<file path="config.mk">
export PLATFORM = sky130hd
export DESIGN_NAME = serial_scan_ctrl
export DESIGN_NICKNAME = d
export VERILOG_FILES = /design/src/rtl/serial_scan_ctrl.sv
export SDC_FILE = /design/constraint.sdc
export NUM_CORES = 1
export LEC_CHECK = 0
export BUFFER_PORTS_ARGS = -buffer_cell sky130_fd_sc_hd__clkbuf_2
export CELL_PAD_IN_SITES_DETAIL_PLACEMENT = 2
export CELL_PAD_IN_SITES_GLOBAL_PLACEMENT = 2
export CORE_MARGIN = 8
export CORE_UTILIZATION = 30
export CTS_BUF_LIST = sky130_fd_sc_hd__clkbuf_8
export DETAILED_ROUTE_END_ITERATION = 6
export GPL_TIMING_DRIVEN = 0
export PLACE_DENSITY = 0.86
export REMOVE_ABC_BUFFERS = 1
export SLEW_MARGIN = 10
export SYNTH_ARGS = -nofsm -noshare
export SYNTH_HDL_FRONTEND = slang
export SYNTH_SLANG_ARGS = --single-unit
export TNS_END_PERCENT = 5
</file>
<file path="constraint.sdc">
create_clock -name i_clk -period 3.8 [get_ports i_clk]
set_input_delay 0.19 -clock i_clk [delete_from_list [all_inputs] [get_ports i_clk]]
set_output_delay 0.19 -clock i_clk [all_outputs]
set_load 0.05 [all_outputs]
</file>
<file path="src/rtl/serial_scan_ctrl.sv">
// Round-robin front end for a shared serial_detector: clears it, streams the granted
// word LSB-first, and gathers the hit count and first match position.
//
// state | meaning
// ------+-------------------------------------------------------------
// IDLE  | waiting for a request; grant is issued from here
// CLEAR | one cycle with the detector held in reset, results cleared
// SHIFT | WORD_W cycles driving word bits LSB-first
// DRAIN | DET_LAT cycles of zeros while the last windows resolve
// DONE  | one-cycle result-valid pulse
module serial_scan_ctrl #(
  parameter int WORD_W  = 16,
  parameter int DET_LAT = 2
) (
  input  logic                          i_clk,
  input  logic                          i_rst,
  input  logic [1:0]                    i_req,
  input  logic [WORD_W-1:0]             i_word0,
  input  logic [WORD_W-1:0]             i_word1,
  output logic [1:0]                    o_gnt,
  output logic                          o_busy,
  output logic                          o_det_rst,
  output logic                          o_det_data,
  input  logic                          i_det_hit,
  output logic                          o_done,
  output logic                          o_done_id,
  output logic [$clog2(WORD_W+1)-1:0]   o_hit_cnt,
  output logic                          o_found,
  output logic [$clog2(WORD_W)-1:0]     o_first_pos
);

  localparam int CNT_W  = $clog2(WORD_W + 1);
  localparam int POS_W  = $clog2(WORD_W);
  localparam int TMR_W  = $clog2(WORD_W);
  localparam int SCAN_W = $clog2(WORD_W + DET_LAT);

  typedef enum logic [2:0] {
    ST_IDLE,
    ST_CLEAR,
    ST_SHIFT,
    ST_DRAIN,
    ST_DONE
  } state_t;

  state_t              state;
  logic                last_id;
  logic [WORD_W-1:0]   word_sr;
  logic [TMR_W-1:0]    tmr;
  logic [SCAN_W-1:0]   scan_idx;
  logic                gnt_vld;
  logic                gnt_id;
  logic                hit_take;

  // Grant is combinational so it lands in the IDLE cycle in which the word is sampled.
  always_comb begin
    gnt_vld = 1'b0;
    gnt_id  = 1'b0;
    if (state == ST_IDLE) begin
      if (i_req == 2'b11) begin
        gnt_vld = 1'b1;
        gnt_id  = ~last_id;
      end else if (i_req[0]) begin
        gnt_vld = 1'b1;
        gnt_id  = 1'b0;
      end else if (i_req[1]) begin
        gnt_vld = 1'b1;
        gnt_id  = 1'b1;
      end
    end
  end

  assign o_gnt = {gnt_vld & gnt_id, gnt_vld & ~gnt_id};

  assign hit_take = i_det_hit &&
                    ((state == ST_SHIFT && scan_idx >= SCAN_W'(DET_LAT)) || state == ST_DRAIN);

  always_ff @(posedge i_clk) begin
    if (i_rst) begin
      state       <= ST_IDLE;
      last_id     <= 1'b1;
      word_sr     <= '0;
      tmr         <= '0;
      scan_idx    <= '0;
      o_busy      <= 1'b0;
      o_det_rst   <= 1'b1;
      o_det_data  <= 1'b0;
      o_done      <= 1'b0;
      o_done_id   <= 1'b0;
      o_hit_cnt   <= '0;
      o_found     <= 1'b0;
      o_first_pos <= '0;
    end else begin
      o_det_rst  <= 1'b0;
      o_det_data <= 1'b0;
      o_done     <= 1'b0;

      if (hit_take) begin
        o_hit_cnt <= o_hit_cnt + CNT_W'(1);
        if (!o_found) begin
          o_found     <= 1'b1;
          o_first_pos <= POS_W'(scan_idx - SCAN_W'(DET_LAT));
        end
      end

      unique case (state)
        ST_IDLE: begin
          if (gnt_vld) begin
            state       <= ST_CLEAR;
            o_busy      <= 1'b1;
            o_det_rst   <= 1'b1;
            last_id     <= gnt_id;
            o_done_id   <= gnt_id;
            word_sr     <= gnt_id ? i_word1 : i_word0;
            o_hit_cnt   <= '0;
            o_found     <= 1'b0;
            o_first_pos <= '0;
          end
        end
        ST_CLEAR: begin
          state      <= ST_SHIFT;
          tmr        <= TMR_W'(WORD_W - 1);
          scan_idx   <= '0;
          o_det_data <= word_sr[0];
          word_sr    <= word_sr >> 1;
        end
        ST_SHIFT: begin
          scan_idx <= scan_idx + SCAN_W'(1);
          word_sr  <= word_sr >> 1;
          // The bit loaded here is shown next cycle; after the last bit the line drops to 0.
          if (tmr == '0) begin
            state <= ST_DRAIN;
            tmr   <= TMR_W'(DET_LAT - 1);
          end else begin
            tmr        <= tmr - TMR_W'(1);
            o_det_data <= word_sr[0];
          end
        end
        ST_DRAIN: begin
          scan_idx <= scan_idx + SCAN_W'(1);
          if (tmr == '0) begin
            state  <= ST_DONE;
            o_done <= 1'b1;
          end else begin
            tmr <= tmr - TMR_W'(1);
          end
        end
        ST_DONE: begin
          state  <= ST_IDLE;
          o_busy <= 1'b0;
        end
        default: begin
          state  <= ST_IDLE;
          o_busy <= 1'b0;
        end
      endcase
    end
  end

endmodule

</file>
# Word-level counts from Yosys, hierarchy flattened
# Cells that the tools add are included.
# op_classes
addsub,4
mul,0
n_div,0
order_cmp,1
n_eq_ne,8
shifts,0
n_mux,35
n_bitwise,6
reduce_logical,17
# ops
op,n
two-way mux 16 bit,2
case mux 16 bit (2 select lines),1
two-way mux 4 bit,6
two-way mux 1 bit,15
two-way mux 5 bit,3
case mux 3 bit (4 select lines),1
case mux 4 bit (3 select lines),1
"adder 5 x 1 -> 5 bit, second input constant",2
case mux 5 bit (2 select lines),1
two-way mux 3 bit,3
AND reduction 2 bit,4
"== test 3 x 2 -> 1 bit, second input constant",2
OR reduction 2 bit,3
">= comparator 5 x 2 -> 1 bit, second input constant",1
zero test 4 bit,1
"inequality test 2 x 1 -> 1 bit, second input constant",2
"inequality test 2 bit, second input constant",2
inverter 1 bit,4
case mux 1 bit (2 select lines),2
nonzero test 2 bit,2
"subtractor 4 x 1 -> 4 bit, second input constant",1
"subtractor 4 x 2 -> 4 bit, second input constant",1
"== test 3 x 1 -> 1 bit, second input constant",1
zero test 3 bit,1
7 further kinds,9
# totals
register_bits,44
latch_bits,0
mem_bits_rw,0
mem_bits_ro,0
in_bits,37
output_inout_bits,17
wordCells,84
mem_count,0

# Longest topological paths before layout
# Gate-level depths: netlist (run 1).
# logic_depth
depth_word,7
ltp_mapped,6
mapped_depth_nobuf,6

# Worst setup path after synthesis (run 1)
# No wires, ideal clock.
# synth_timing
path_kind,reg-to-reg
startpoint,register tmr[0]
endpoint,register tmr[2]
setup_time_ns,0.131
arrival_time_ns,1.539
required_time_ns,3.669
path_slack_ns,2.130
path_stages_with_launch,7
n_path_buf,0
synth_period_minus_slack_ns,1.670
cell_sequence,dfxtp_1 inv_1 ha_1 nor3b_1 nand2_1 a311oi_1 nor3_1
# synth_between
elab_chain_cells,3
elab_cells_between_ends,7
cone_classes,1 x add/sub; 1 x eq/ne; 3 x mux; 2 x reduce/logical
# synth_rtl
element,line_no,rtl
from (decl),48,logic [TMR_W-1:0] tmr;
from (signal assigned),121,tmr <= TMR_W'(WORD_W - 1);
from (signal assigned),132,tmr <= TMR_W'(DET_LAT - 1);
from (signal assigned),134,tmr <= tmr - TMR_W'(1);
subtractor 4 x 1 -> 4 bit or zero test 4 bit (tied branches),n/a,
two-way mux 4 bit (tied with other cells),140,if (tmr == '0) begin
case mux 4 bit (3 select lines) or AND reduction 2 bit (tied branches),n/a,
# Parallel ways exist; a longest one is shown, timed or not. The select of a mux whose other input is x is not followed.
# A chain may end at the register's enable or synchronous reset.

# Worst setup path after layout (run 1)
# layout_timing
startpoint,register state[0]
endpoint,register word_sr[7]
# layout_between
elab_chain_cells,5
elab_cells_between_ends,12
cone_classes,3 x eq/ne; 5 x mux; 4 x reduce/logical
# layout_rtl
element,line_no,rtl
from (decl),45,state_t state;
from (signal assigned),79,state <= ST_IDLE;
from (signal assigned),108,state <= ST_CLEAR;
from (signal assigned),120,state <= ST_SHIFT;
zero test 3 bit,"58, 105",
two-way mux 1 bit,58,if (state == ST_IDLE) begin
two-way mux 16 bit,113,word_sr <= gnt_id ? i_word1 : i_word0;
two-way mux 16 bit,107,if (gnt_vld) begin
case mux 16 bit (2 select lines),105,unique case (state)
to (signal assigned),113,
to (signal assigned),124,word_sr <= word_sr >> 1;
to (signal assigned),128,word_sr <= word_sr >> 1;
to (decl),47,logic [WORD_W-1:0] word_sr;
# Parallel ways exist; a longest one is shown, timed or not. The select of a mux whose other input is x is not followed.

==> flow_summary.ini, run 1 <==
[finish]
layout_common_cells = 53 x clkbuf_2, 44 x dfxtp_1, 24 x nor2_1
final_util_pct = 37.51
drive_gt1_share_pct = 25.27
num_antenna_cells = 0
stdcell_area_um2 = 2549
final_common_cell = clkbuf_2
syn_to_final_growth_pct = 20.68
layout.nets = 320
stdcell_count = 373

[timing]
skew_ns = 0.004186
worstMarginPinSlew_ns = 1.128
fmax_mhz = 444.0
whs_ns = 0.1557
fin_crit_sh_pct = 59.27
hold_viol = 0
setup_ws_ns = 1.548
drv_slew = 0
report.final.setup_viol = 0
period_needed_ns = 2.252
rsz0062_at_grt = no
tns_ns = 0
slew_headroom_pct = 24.79

[place]
pre_cts_ws_ns = 1.546
gp_congestion = 0.7038
hpwlAfterDp_mm = 4.579
placed_area_um2 = 2437
place_inst = 365
io_buffers = 53

[clock_network]
clk_pin_slew_worst_paths_ns = 0.09
h-tree-depth = 2
postCtsResizedCells = 0
clk_latency_ns = 0.30
cts-root-buf = clkbuf_8
cts_setup_buffers = 0
clockBufferDepth = 2
cts_sinks = 44
postCtsHoldBufs = 0
cts_tree = yes
numCtsBuffers = 5

[routing]
avgRoutedWirePerCell_um = 16.16
drc = 0
dr.pass1.iters = 4
routed_via_density = 5.094
routed_wl_mm = 6.027
dr_total_vias = 1900
initialDrtViolationCount = 68
antenna_left = 0

[global_routing]
grt_pass1_vias = 2138
gr-total-overflow = 0
grt_most_used_layer = met2
met1_usage_pct = 13.73
grt_max_degree = 32
grt_util_met3_pct = 5.329
use_met2_pct = 21.19
grt_antenna_before_repair = 0
grt_pass1_wl_mm = 10.21
grt_usage_pct = 12.35

[critical_path]
cp-start-kind = flop
path_max_fanout = 15
required_ns = 4.01
cp.arrival_ns = 2.46
cp-end-kind = flop
r2r_cells = 4
path_class = reg2reg
timing.rr.end = word_sr[7]
reg2reg_slack_ns = 1.55
rr_startpoint = state[0]

[power_and_ir_drop]
p_leak_nw = 1.078
p_int_mw = 0.8509
total_power_mw = 1.311
p_sw_mw = 0.4604
peakVddDrop_v = 0.0002140
power_density_nw_per_um2 = 514.5
power_frac_comb_pct = 28.2
p_clk_share_pct = 27.8
p_seq_share_pct = 44.0
p_sw_share_pct = 35.11

[floorplanning]
core-area_um2 = 6794
die_x_um = 99.91
initial_core_util_pct = 31.09
die_h_um = 99.91
fp-row-count = 30
dieArea_um2 = 9981
io_pins = 54

[synthesis]
async_reset_ff_share_pct = 0
post_synth.cell_area_avg_um2 = 9.263
synth.distinct_cells = 43
synthCells = 228
synth_enable_flop_cells = 0
syn_area_um2 = 2112
synth_seq_cells = 44
synthFlopType = dfxtp_1
synth.yosys.seq_area_share_pct = 41.71
yosysWarnings = 0

[min_path]
min_from = i_word0[14]
worstHoldEndpoint = word_sr[14]
hold_path.class = in2reg
hold_depth = 3

[run]
maxCapViolCount = 0

[status]
outcome = finished clean
cell usage after synthesis (6+ instances only):
cell      instances  area share [%]
dfxtp_1          44              42
nor2_1           24             4.3
a22oi_1          19             6.8
mux2i_1          19             9.0
o22ai_1          16             4.7
a21oi_1          10             2.4
inv_1             9             1.6
nand2_1           9             1.6
nor3_1            8             1.9
clkbuf_1          7             1.2
ha_1              7             4.1
o21ai_0           6             1.4
kinds of logic after synthesis:
kind of cell,Yosys count,synth area share [%]
and+or+nand+nor,64,15.29
DFF,44,41.71
buffers and inverters,21,4.443
adders and majority gates,7,4.147
xor gates and xnor gates,5,2.073
AOI/OAI and AO/OA,67,22.81
muxes,20,9.538
metal layers:
metal	vias up	share of wire, %
met4	0	0.50
li1	931	-
met1	913	44
met2	54	48
met5	-	0
met3	2	7.3
state kept, by name, summed over array words and instances, names as in the netlist:
signal,count
o_det_rst,1
o_hit_cnt,5
o_first_pos,4
o_done,1
word_sr,16
scan_idx,5
tmr,4
last_id,1
o_busy,1
o_det_data,1
state,3
o_found,1
o_done_id,1
power by group through the flow:
stage / logic, mW / registers [mW] / clock network [mW]
finish: 0.370 / 0.577 / 0.365
global route: 0.410 / 0.587 / 0.392
CTS: 0.376 / 0.577 / 0.375
detailed placement: 0.375 / 0.587 / 0
global placement: 0.352 / 0.584 / 0
floorplan: 0.246 / 0.594 / 0
final cells by class:
type | instances | area (um2)
Fill cell | 759 | 4245
Timing Repair Buffer | 53 | 265.3
Clock buffer | 5 | 68.82
Tap cell | 96 | 120.1
Clock inverter | 3 | 42.54
Sequential cell | 44 | 880.8
Multi-Input combinational cell | 163 | 1137
Inverter | 9 | 33.78
critical path, stage by stage, from the launching register on:
cell and delay, ns:
dfxtp_1 0.67, nand2b_1 0.18, a21oi_1 0.89, a22oi_1 0.17, o22ai_1 0.25
worst max-delay path by stage:
stage / end / from / slack (ns) / cells after the start
6_report: word_sr[7] / state[0] / 1.55 / 4
2_1_floorplan: o_gnt[0] / state[1] / 2.09 / 3
5_1_grt: word_sr[3] / state[0] / 1.32 / 4
3_5_place_dp: word_sr[7] / state[0] / 1.55 / 4
3_3_place_gp: word_sr[9] / state[0] / 1.68 / 4
4_1_cts: word_sr[7] / state[0] / 1.54 / 4
No activity file was read; power rests on OpenSTA's default activity.
==> inputs of run 2 (changes only) <==
==> constraint.sdc (replaced) <==
create_clock -name i_clk -period 2.1 [get_ports i_clk]
set_input_delay 0.105 -clock i_clk [delete_from_list [all_inputs] [get_ports i_clk]]
set_output_delay 0.105 -clock i_clk [all_outputs]
set_load 0.05 [all_outputs]
==> run 2 against run 1 <==
Compared with the run above: register-to-register slack worse by 1.4 ns; flip-flop and latch count unchanged; hold slack worse by 0.086 ns; critical endpoint is now o_gnt[1]; global-route usage about the same; combinational power up 84%; via count down 0.79%; count of clock-buffer cells in the layout unchanged; non-clock buffer count unchanged; critical path type is now reg2out; utilization up 0.29 points.
==> flow_summary.ini, run 2 (same netlist as run 1, synthesis figures left out) <==
[power_and_ir_drop]
p_leak_nw = 1.083
power_density_nw_per_um2 = 931.8
peakVddDrop_v = 0.0003890
total_power_mw = 2.394

[routing]
routed_wl_mm = 6.008
dr.pass1.iters = 4
initialDrtViolationCount = 56
dr_total_vias = 1885
routed_via_density = 5.054
avgRoutedWirePerCell_um = 16.11
antenna_left = 0
drc = 0

[timing]
fmax_mhz = 505.7
drv_slew = 0
hold_viol = 0
period_needed_ns = 1.978
whs_ns = 0.06942
tns_ns = 0
slew_headroom_pct = 53.06
skew_ns = 0.004754
report.final.setup_viol = 0
fin_crit_sh_pct = 94.17
rsz0062_at_grt = no
worstMarginPinSlew_ns = 0.7023

[critical_path]
path_max_fanout = 18
rr_startpoint = scan_idx[2]
path_class = reg2out
cp-start-kind = flop
cp.arrival_ns = 1.87
crit_end = o_gnt[1]
cp-end-kind = output port
r2r_cells = 6
required_ns = 2.00
timing.rr.end = o_first_pos[1]
reg2reg_slack_ns = 0.18
crit_start = state[2]

[finish]
num_antenna_cells = 0
regMostFlops = word_sr
stdcell_count = 373
layout.nets = 320
final_common_cell = clkbuf_2
layout_common_cells = 53 x clkbuf_2, 42 x dfxtp_1, 24 x nor2_1
largest_register_ff_count = 16
top_regs = word_sr: 16 flops, o_hit_cnt: 5 flops, scan_idx: 5 flops
drive_gt1_share_pct = 26.71
syn_to_final_growth_pct = 21.62
fillers = 763

[clock_network]
clockBufferDepth = 2
postCtsHoldBufs = 0
cts_sinks = 44
clk_pin_slew_worst_paths_ns = 0.09
cts-root-buf = clkbuf_8
numCtsBuffers = 5
clk_latency_ns = 0.31
h-tree-depth = 2
cts_tree = yes

[global_routing]
grt_pass1_vias = 2138
grt_usage_pct = 12.36
grt_antenna_before_repair = 0
gr-total-overflow = 0
grt_max_degree = 32
grt_pass1_wl_mm = 10.22

[place]
io_buffers = 53
hpwlAfterDp_mm = 4.579
gp_congestion = 0.7038
place_inst = 365

[floorplanning]
io_pins = 54
die_h_um = 99.91
fp-row-count = 30
initial_core_util_pct = 31.09
core-area_um2 = 6794
dieArea_um2 = 9981
die_x_um = 99.91

[run]
maxCapViolCount = 0

[status]
outcome = finished clean

[min_path]
hold_path.class = in2reg
min_from = i_word0[14]
==> run 2: worst min-delay path by stage <==
| stage | end | cells past startpoint |
|---|---|---|
| 6_report | word_sr[14] | 3 |
| 3_5_place_dp | word_sr[14] | 3 |
| 3_3_place_gp | word_sr[14] | 3 |
| 2_1_floorplan | o_done_id | 1 |
| 4_1_cts | word_sr[14] | 3 |
| 5_1_grt | word_sr[14] | 3 |
==> run 2: routing by layer <==
layer | track usage [%] | vias to the layer above | share of wire, %
met4 | 2.794 | 0 | 0.52
met1 | 13.77 | 897 | 45
met2 | 21.19 | 52 | 48
met5 | 0 | - | 0
met3 | 5.329 | 2 | 7.2
li1 | - | 934 | -
==> run 2: power by group <==
part / total (mW) / switching, mW / leakage (nW) / internal (mW)
logic: 0.680 / 0.424 / 0.668 / 0.256
clock network: 0.664 / 0.311 / 0.0541 / 0.352
registers: 1.05 / 0.110 / 0.361 / 0.940
==> run 2: cell type report <==
type                       count  area, um2  share of cell area, %
sequential                    44      883.3                  34.39
clock buffer                   5      68.82                  2.679
clock inverter                 3      42.54                  1.656
multi-input combinational    163       1155                  44.96
timing repair buffer          53      265.3                  10.33
inverter                       9      33.78                  1.315
tap                           96      120.1                  4.676
==> run 2: critical path: stages, from the launching register on <==
cell and delay (ns):
dfxtp_1 0.47, nor3_2 0.31, nand2_2 0.36, inv_1 0.14
clkbuf_2 0.28
==> run 2: stage by stage <==
step | setup WS [ns] | instance area, um2 | util (%)
4_1_cts | 0.02081 | 2557 | 37.64
5_1_grt | 0.001478 | 2569 | 37.81
6_report | 0.1225 | 2569 | 37.81
2_1_floorplan | 0.4223 | 2052 | -
3_5_place_dp | -0.1538 | 2437 | 35.87
3_3_place_gp | -0.02212 | 2437 | 35.87
==> run 2: what timing repair did <==
item	in CTS	in global routing
gates resized for setup	2	3
buffers inserted	0	0
setup endpoints to repair	16	21
==> inputs of run 3 (changes only) <==
--- a/config.mk
+++ b/config.mk
@@ -5,7 +5,7 @@
 export SDC_FILE = /design/constraint.sdc
 export NUM_CORES = 1
 export LEC_CHECK = 0
-export BUFFER_PORTS_ARGS = -buffer_cell sky130_fd_sc_hd__clkbuf_2
+export BUFFER_PORTS_ARGS = -buffer_cell sky130_fd_sc_hd__buf_2
 export CELL_PAD_IN_SITES_DETAIL_PLACEMENT = 2
 export CELL_PAD_IN_SITES_GLOBAL_PLACEMENT = 2
 export CORE_MARGIN = 8
@@ -13,7 +13,7 @@
 export CTS_BUF_LIST = sky130_fd_sc_hd__clkbuf_8
 export DETAILED_ROUTE_END_ITERATION = 6
 export GPL_TIMING_DRIVEN = 0
-export PLACE_DENSITY = 0.86
+export PLACE_DENSITY = 0.82
 export REMOVE_ABC_BUFFERS = 1
 export SLEW_MARGIN = 10
 export SYNTH_ARGS = -nofsm -noshare
==> run 3 against run 2 <==
Compared with the run above: wire length fell by 1.4%; critical endpoint unchanged; maximum frequency up 3.2%; flip-flop and latch count is the same; total power decreased by 0.97%; critical path depth unchanged; sequential power hardly changed; first-iteration DRC count is 39% lower; largest cell class unchanged; design area hardly changed; sequential share of layout area increased by 0.082 points; worst setup slack better by 0.062 ns; register-to-register slack gained 0.03 ns; non-clock buffer count unchanged.
==> flow_summary.ini, run 3 (same netlist as run 1, synthesis figures left out) <==
[floorplanning]
fp-row-count = 30
dieArea_um2 = 9981
die_x_um = 99.91
io_pins = 54
core-area_um2 = 6794
initial_core_util_pct = 31.09
die_h_um = 99.91

[status]
outcome = finished clean

[finish]
layout_common_cells = 53 x buf_2, 41 x dfxtp_1, 24 x nor2_1
final_util_pct = 37.77
top_regs = word_sr: 16 flops, o_hit_cnt: 5 flops, scan_idx: 5 flops
layout.nets = 320
drive_gt1_share_pct = 26.71
largest_register_ff_count = 16
stdcell_count = 373
regMostFlops = word_sr
num_antenna_cells = 0
final_common_cell = buf_2
syn_to_final_growth_pct = 21.50
stdcell_area_um2 = 2566
fillers = 781

[place]
gp_congestion = 0.7413
place_inst = 365
placed_area_um2 = 2437
hpwlAfterDp_mm = 4.455
io_buffers = 53

[routing]
dr_total_vias = 1923
routed_via_density = 5.155
routed_wl_mm = 5.923
drc = 0
dr.pass1.iters = 4
antenna_left = 0
avgRoutedWirePerCell_um = 15.88
initialDrtViolationCount = 34

[global_routing]
grt_max_degree = 32
grt_usage_pct = 12.34
gr-total-overflow = 0
grt_pass1_vias = 2160
grt_antenna_before_repair = 0
grt_pass1_wl_mm = 10.16

[timing]
rsz0062_at_grt = no
fmax_mhz = 522.1
drv_slew = 0
report.final.setup_viol = 0
hold_viol = 0
worstMarginPinSlew_ns = 0.7070
slew_headroom_pct = 52.74
period_needed_ns = 1.915
skew_ns = 0.009488
fin_crit_sh_pct = 91.21

[power_and_ir_drop]
p_sw_share_pct = 34.83
power_density_nw_per_um2 = 923.7
peakVddDrop_v = 0.0002915
p_int_mw = 1.545
p_clk_share_pct = 27.2
p_leak_nw = 1.093
p_sw_mw = 0.8256
total_power_mw = 2.370
power_frac_comb_pct = 28.4
p_seq_share_pct = 44.4

[critical_path]
cp-end-kind = output port
path_max_fanout = 18
path_class = reg2out
cp-start-kind = flop
critPathSlowestCell = dfxtp_1
required_ns = 2.00
crit_path_cell_trace = nor3_2 > nand2_2 > inv_1 > buf_2
max_stage_delay_ns = 0.46
cp.arrival_ns = 1.81

[clock_network]
clockBufferDepth = 2
clk_pin_slew_worst_paths_ns = 0.09
cts_tree = yes
cts_setup_buffers = 0
numCtsBuffers = 5
clk_latency_ns = 0.30
cts_sinks = 44
cts-root-buf = clkbuf_8
h-tree-depth = 2

[run]
maxCapViolCount = 0

[min_path]
hold_path.class = in2reg
==> run 3: cell types whose count changed in the layout (fill, tap and decap cells not counted), sizes merged <==
cell / previous run / this run
buf: 0 / 53
clkbuf: 58 / 5
clkinvlp: 1 / 0
inv: 9 / 10
==> run 3: layer usage <==
layer	track usage, %	part of all wire, %
met5	0	0
met2	20.99	48
met1	13.94	43
met4	3.492	0.69
met3	4.775	7.5
==> run 3: power by group through the flow <==
stage | clock (mW) | sequential, mW | combinational [mW]
2_1_floorplan | 0 | 1.08 | 0.445
3_5_place_dp | 0 | 1.07 | 0.668
6_report | 0.646 | 1.05 | 0.672
4_1_cts | 0.666 | 1.05 | 0.681
3_3_place_gp | 0 | 1.06 | 0.640
5_1_grt | 0.692 | 1.07 | 0.754
==> run 3: repair_timing <==
action	4_1_cts	5_1_grt
hold buffers	0	0
resized for setup	3	3
pin swaps	0	0
endpoints found under the setup margin	17	19
endpoints found under the hold margin	0	0
==> run 3: worst max-delay path: cells and delay by family, from the launching register on <==
kind                   cells  cell delay (ns)
buffers and inverters      2             0.40
flip-flops                 1             0.46
AND/OR/NAND/NOR            2             0.66
==> run 3: cell type report <==
| class | count | area [um2] | area share (%) |
|---|---|---|---|
| Multi-Input combinational cell | 163 | 1155 | 45.00 |
| Sequential cell | 44 | 884.6 | 34.47 |
| Timing Repair Buffer | 53 | 265.3 | 10.34 |
| Tap cell | 96 | 120.1 | 4.681 |
| Clock buffer | 5 | 68.82 | 2.682 |
| Clock inverter | 3 | 38.79 | 1.511 |
| Inverter | 9 | 33.78 | 1.316 |
==> run 3: final timing paths <==
path          startpoint  slack, ns        endpoint  cells past startpoint
min          i_word1[14]       0.08     word_sr[14]                      3
max reg2reg  scan_idx[1]       0.21  o_first_pos[1]                      6
min reg2reg    o_done_id       0.47       o_done_id                      2
max             state[2]       0.18        o_gnt[1]                      4
==> run 3: metrics by stage <==
stage          hold slack [ns]  setup slack (ns)  setup TNS (ns)
6_report               0.08313            0.1845               0
5_1_grt                0.09349           0.02301               0
4_1_cts                0.08259           0.04379               0
3_5_place_dp            0.3999           -0.1806          -1.808
3_3_place_gp            0.3742          -0.03832         -0.2857
2_1_floorplan           0.1741            0.4223               0
